--- config.mk ---
export PLATFORM = sky130hd
export DESIGN_NAME = multiword_add_sequencer
export DESIGN_NICKNAME = d
export VERILOG_FILES = /design/src/rtl/multiword_add_sequencer.sv
export SDC_FILE = /design/constraint.sdc
export NUM_CORES = 1
export LEC_CHECK = 0
export ABC_AREA = 1
export BUFFER_PORTS_ARGS = -buffer_cell sky130_fd_sc_hd__buf_2
export CORE_UTILIZATION = 50
export DETAILED_ROUTE_END_ITERATION = 8
export PLACE_DENSITY = 0.79
export SKIP_CTS_REPAIR_TIMING = 1
export SYNTH_ARGS = -nofsm -noshare
export SYNTH_HDL_FRONTEND = slang
export SYNTH_SLANG_ARGS = --single-unit
export TNS_END_PERCENT = 100
--- constraint.sdc ---
create_clock -name clk -period 2.3 [get_ports clk]
set_input_delay 0.69 -clock clk [delete_from_list [all_inputs] [get_ports clk]]
set_output_delay 0.69 -clock clk [all_outputs]
set_load 0.005 [all_outputs]
--- src/rtl/multiword_add_sequencer.sv ---
// multiword_add_sequencer: drives an external N-bit adder one slice per cycle,
// LSB first, to build a WORDS*N-bit add/subtract with carry-out and signed overflow.
`default_nettype none

module multiword_add_sequencer #(
  parameter int N     = 8,
  parameter int WORDS = 4
) (
  input  logic                 clk,
  input  logic                 rst_n,
  input  logic                 start_valid,
  output logic                 start_ready,
  input  logic [N*WORDS-1:0]   a,
  input  logic [N*WORDS-1:0]   b,
  input  logic                 cin,
  input  logic                 sub,
  output logic [N-1:0]         add_x,
  output logic [N-1:0]         add_y,
  output logic                 add_cin,
  input  logic [N-1:0]         add_s,
  input  logic                 add_cout,
  output logic                 res_valid,
  input  logic                 res_ready,
  output logic [N*WORDS-1:0]   sum,
  output logic                 cout,
  output logic                 overflow
);

  localparam int W     = N * WORDS;
  localparam int IDXW  = (WORDS > 1) ? $clog2(WORDS) : 1;
  localparam int SLOTS = 1 << IDXW;
  localparam logic [IDXW-1:0] LAST = IDXW'(WORDS - 1);

  typedef enum logic [1:0] {
    IDLE = 2'd0,
    RUN  = 2'd1,
    DONE = 2'd2
  } state_t;

  state_t          state;
  logic [W-1:0]    a_reg;
  logic [W-1:0]    b_reg;
  logic            sub_reg;
  logic            carry;
  logic [IDXW-1:0] idx;
  logic [IDXW-1:0] sel;

  logic [N-1:0] a_sl [SLOTS];
  logic [N-1:0] b_sl [SLOTS];

  // Pad the slice table to a power of two so any idx value selects something defined.
  generate
    for (genvar g = 0; g < SLOTS; g++) begin : g_slice
      if (g < WORDS) begin : g_real
        assign a_sl[g] = a_reg[g*N +: N];
        assign b_sl[g] = b_reg[g*N +: N];
      end else begin : g_pad
        assign a_sl[g] = '0;
        assign b_sl[g] = '0;
      end
    end
  endgenerate

  assign sel         = (state == RUN) ? idx : '0;
  assign add_x       = a_sl[sel];
  assign add_y       = b_sl[sel] ^ {N{sub_reg}};
  assign add_cin     = (state == RUN) && carry;
  assign start_ready = (state == IDLE);
  assign res_valid   = (state == DONE);

  always_ff @(posedge clk or negedge rst_n) begin
    if (!rst_n) begin
      state    <= IDLE;
      a_reg    <= '0;
      b_reg    <= '0;
      sub_reg  <= 1'b0;
      carry    <= 1'b0;
      idx      <= '0;
      sum      <= '0;
      cout     <= 1'b0;
      overflow <= 1'b0;
    end else begin
      case (state)
        IDLE: begin
          if (start_valid) begin
            a_reg   <= a;
            b_reg   <= b;
            sub_reg <= sub;
            carry   <= sub | cin;
            idx     <= '0;
            state   <= RUN;
          end
        end
        RUN: begin
          for (int i = 0; i < WORDS; i++) begin
            if (idx == IDXW'(i)) sum[i*N +: N] <= add_s;
          end
          carry <= add_cout;
          if (idx == LAST) begin
            cout     <= add_cout;
            // Signed overflow: operands share a sign that the result's MSB lacks.
            overflow <= (a_reg[W-1] == (b_reg[W-1] ^ sub_reg)) && (add_s[N-1] != a_reg[W-1]);
            state    <= DONE;
          end else begin
            idx <= idx + 1'b1;
          end
        end
        DONE: begin
          if (res_ready) state <= IDLE;
        end
        default: state <= IDLE;
      endcase
    end
  end

endmodule

`default_nettype wire

==> run metrics <==
outcome=finished, violations left; failing checks=setup timing; Rel. slew slack=63.3%; CP startpoint kind=flip-flop; RSZ-0062 raised after global routing=true; die area=10100 um^2; mean routed wirelength per cell=13.7 um; largest net degree at the start of global routing=68; clk sinks=104; Worst VDD drop=733 uV; Worst Clk Skew=0.0154 ns; GP Congestion=0.882; RR Endpoint=a_reg[8]; H-Tree Depth=3; Critical Path AT=1.70 ns; Pleak=3.21 nW; minimum clock period=2.39 ns; First-pass DRT Iterations=5; worst slew pin tran=0.549 ns; buffers added on ports=131; total number of vias=4491; ANT nets after route=0; ratio of cells with drive above 1 in the final layout=24.7%; antenna violations before repair=0; Core ar.=9330 um^2; global route total overflow=0; Yosys warnings=0; Final #Nets=832; Tcrit/Tclk final=104%; critical-path maximum fanout=8; Fmax=0.418 GHz; type of the worst setup path=reg2out; largest family of logic cells by synthesized area=simple AND/OR/NAND/NOR gates; Worst R2R Start=state[0]; CTS tree=done; R2R Setup Slk=0.34 ns; MaxCap Viol Count=0; CTS buffer count=9; CTS clk-pin slew, worst paths=0.10 ns; Top Ports=132; ANT cells=0; P per Cell Area=1430 nW/um^2; HPWL after DPL=8650 um; Primary FF master, synth=dfrtp_1; Yosys top cell by area=dfrtp_1; vias in the first global route=4231; Post-Layout Cell Count=883; finished layout cell area=6020 um^2; met2 usage=38.1%; Unique masters post-synth=22; CTS Root Cell=clkbuf_8; vias per inst=5.09; Post-synth EDFFs=0; met3 GRT Util=3.47%; Worst R2R Path Depth=7; first-pass GRT wire length=20000 um; Post-Syn Instances=620; Final Util=64.5%; overall power=8.61 mW; Initial DRC Count=198; final setup fails=16; top-area cell type share of the netlist area=53.5%; DP Cell Count=860; syn_area_per_cell=7.85 um^2; crit path from=state[1]; Yosys reg bits=104; Synth Area in Adders=1.03%; Reg area=2610 um^2; Post-synth ARST share=100%; Synth Area in Compound Gates=11.0%; Worst Path Required=1.61 ns; worst hold path type=in2async; fill count=847; Synth area leaders=dfrtp_1 (53%), nand2_1 (17%), o21ai_1 (9.5%), nand3_1 (5.3%), inv_1 (4.2%); die width=101 um; Multi-input gate area=1900 um^2; GR Layer Usage met1=37.5%; Chip Height=101 um; Starting Density=52.2%; setup ws final=-0.0900 ns; Crit. End Element=primary output; Rows=35; Seq/Total Area, Yosys=53.5%; TNS Setup=-0.911 ns; fin. max-slew vios=0; Post-Route WL=12100 um; Bufs on Longest Clock Path=2; Mapped Area=4870 um^2; hold_ws=0.267 ns; Syn-to-layout area delta=23.7%; GRT Max-Usage Layer=met2; Placed Instance Area=5690 um^2; Worst-Skew Late Latency=0.37 ns; mux cell area share after synthesis=0%; xor/xnor share of the synthesized area=0.180%; # DRC=0; Post-Place Setup Slack=0.256 ns; post-synthesis simple-gate area fraction=26.2%; Syn Nets=703; GRT Total Usage=25.3%; Final Hold Fails=0
## layer usage
| metal | wire (um) | part of all wire [%] |
|---|---|---|
| met1 | 5680 | 47 |
| met2 | 5420 | 45 |
| met3 | 740 | 6.1 |
| met4 | 230 | 1.9 |
| met5 | 0 | 0 |
## report_power, final
group / total, mW / internal [mW] / switching, mW
Clock: 1.09 / 0.418 / 0.673
Sequential: 3.19 / 2.72 / 0.470
Combinational: 4.33 / 1.78 / 2.56
## synthesized netlist by cell type (2+ instances only)
library cell and instances:
buf_4 4, nand4_1 16, nor2_1 17, o21ai_0 11
buf_2 14, nand2_1 219, nor2_2 3, o21ai_1 92
dfrtp_1 104, inv_2 5, inv_1 54, buf_1 2
clkbuf_1 16, nand3_1 52, ha_1 4
## cells in the final DEF, fill, tap and decap left out, drive strengths merged
cell type    n
nand2      220
buf        152
dfrtp      104
o21ai      103
inv         61
nand3       52
nor2        20
nand4       16
clkbuf      10
clkinvlp     4
ha           4
clkinv       3
a21oi        1
o211ai       1
xnor2        1
o31ai        1
nor3         1
## worst max-delay path, cell delays in order (launching register included)
cell	delay, ns
dfrtp_1	0.44
inv_2	0.11
nand2_1	0.12
nor2_4	0.15
buf_6	0.14
nand3_1	0.08
nand3_1	0.07
nand2_1	0.09
buf_2	0.14
## cells by family (layout without fill, tap and decap cells)
| family | after synthesis | count (layout) |
|---|---|---|
| and+or+nand+nor | 309 | 309 |
| AOI/OAI and AO/OA | 106 | 106 |
| DFF | 104 | 104 |
| buffers and inverters | 96 | 230 |
| adders and majority gates | 4 | 4 |
| xor gates and xnor gates | 1 | 1 |
## how the worst max path moves through the flow
stage | end | depth (start not counted)
after floorplan | add_x[7] | 7
after global placement | add_y[0] | 8
after detailed placement | add_x[7] | 7
after CTS | add_x[7] | 7
after global routing | add_x[0] | 8
final | add_y[0] | 8
## area by class of cell
cell class / count / area share, %
clock inverter: 7 / 1.10
sequential: 104 / 43.3
multi-input combinational: 420 / 31.5
tap: 129 / 2.68
clock buffer: 9 / 2.06
timing repair buffer: 153 / 15.3
timing repair inverter: 1 / 0.125
inverter: 60 / 3.91
Power figures use the tool's default switching activity.
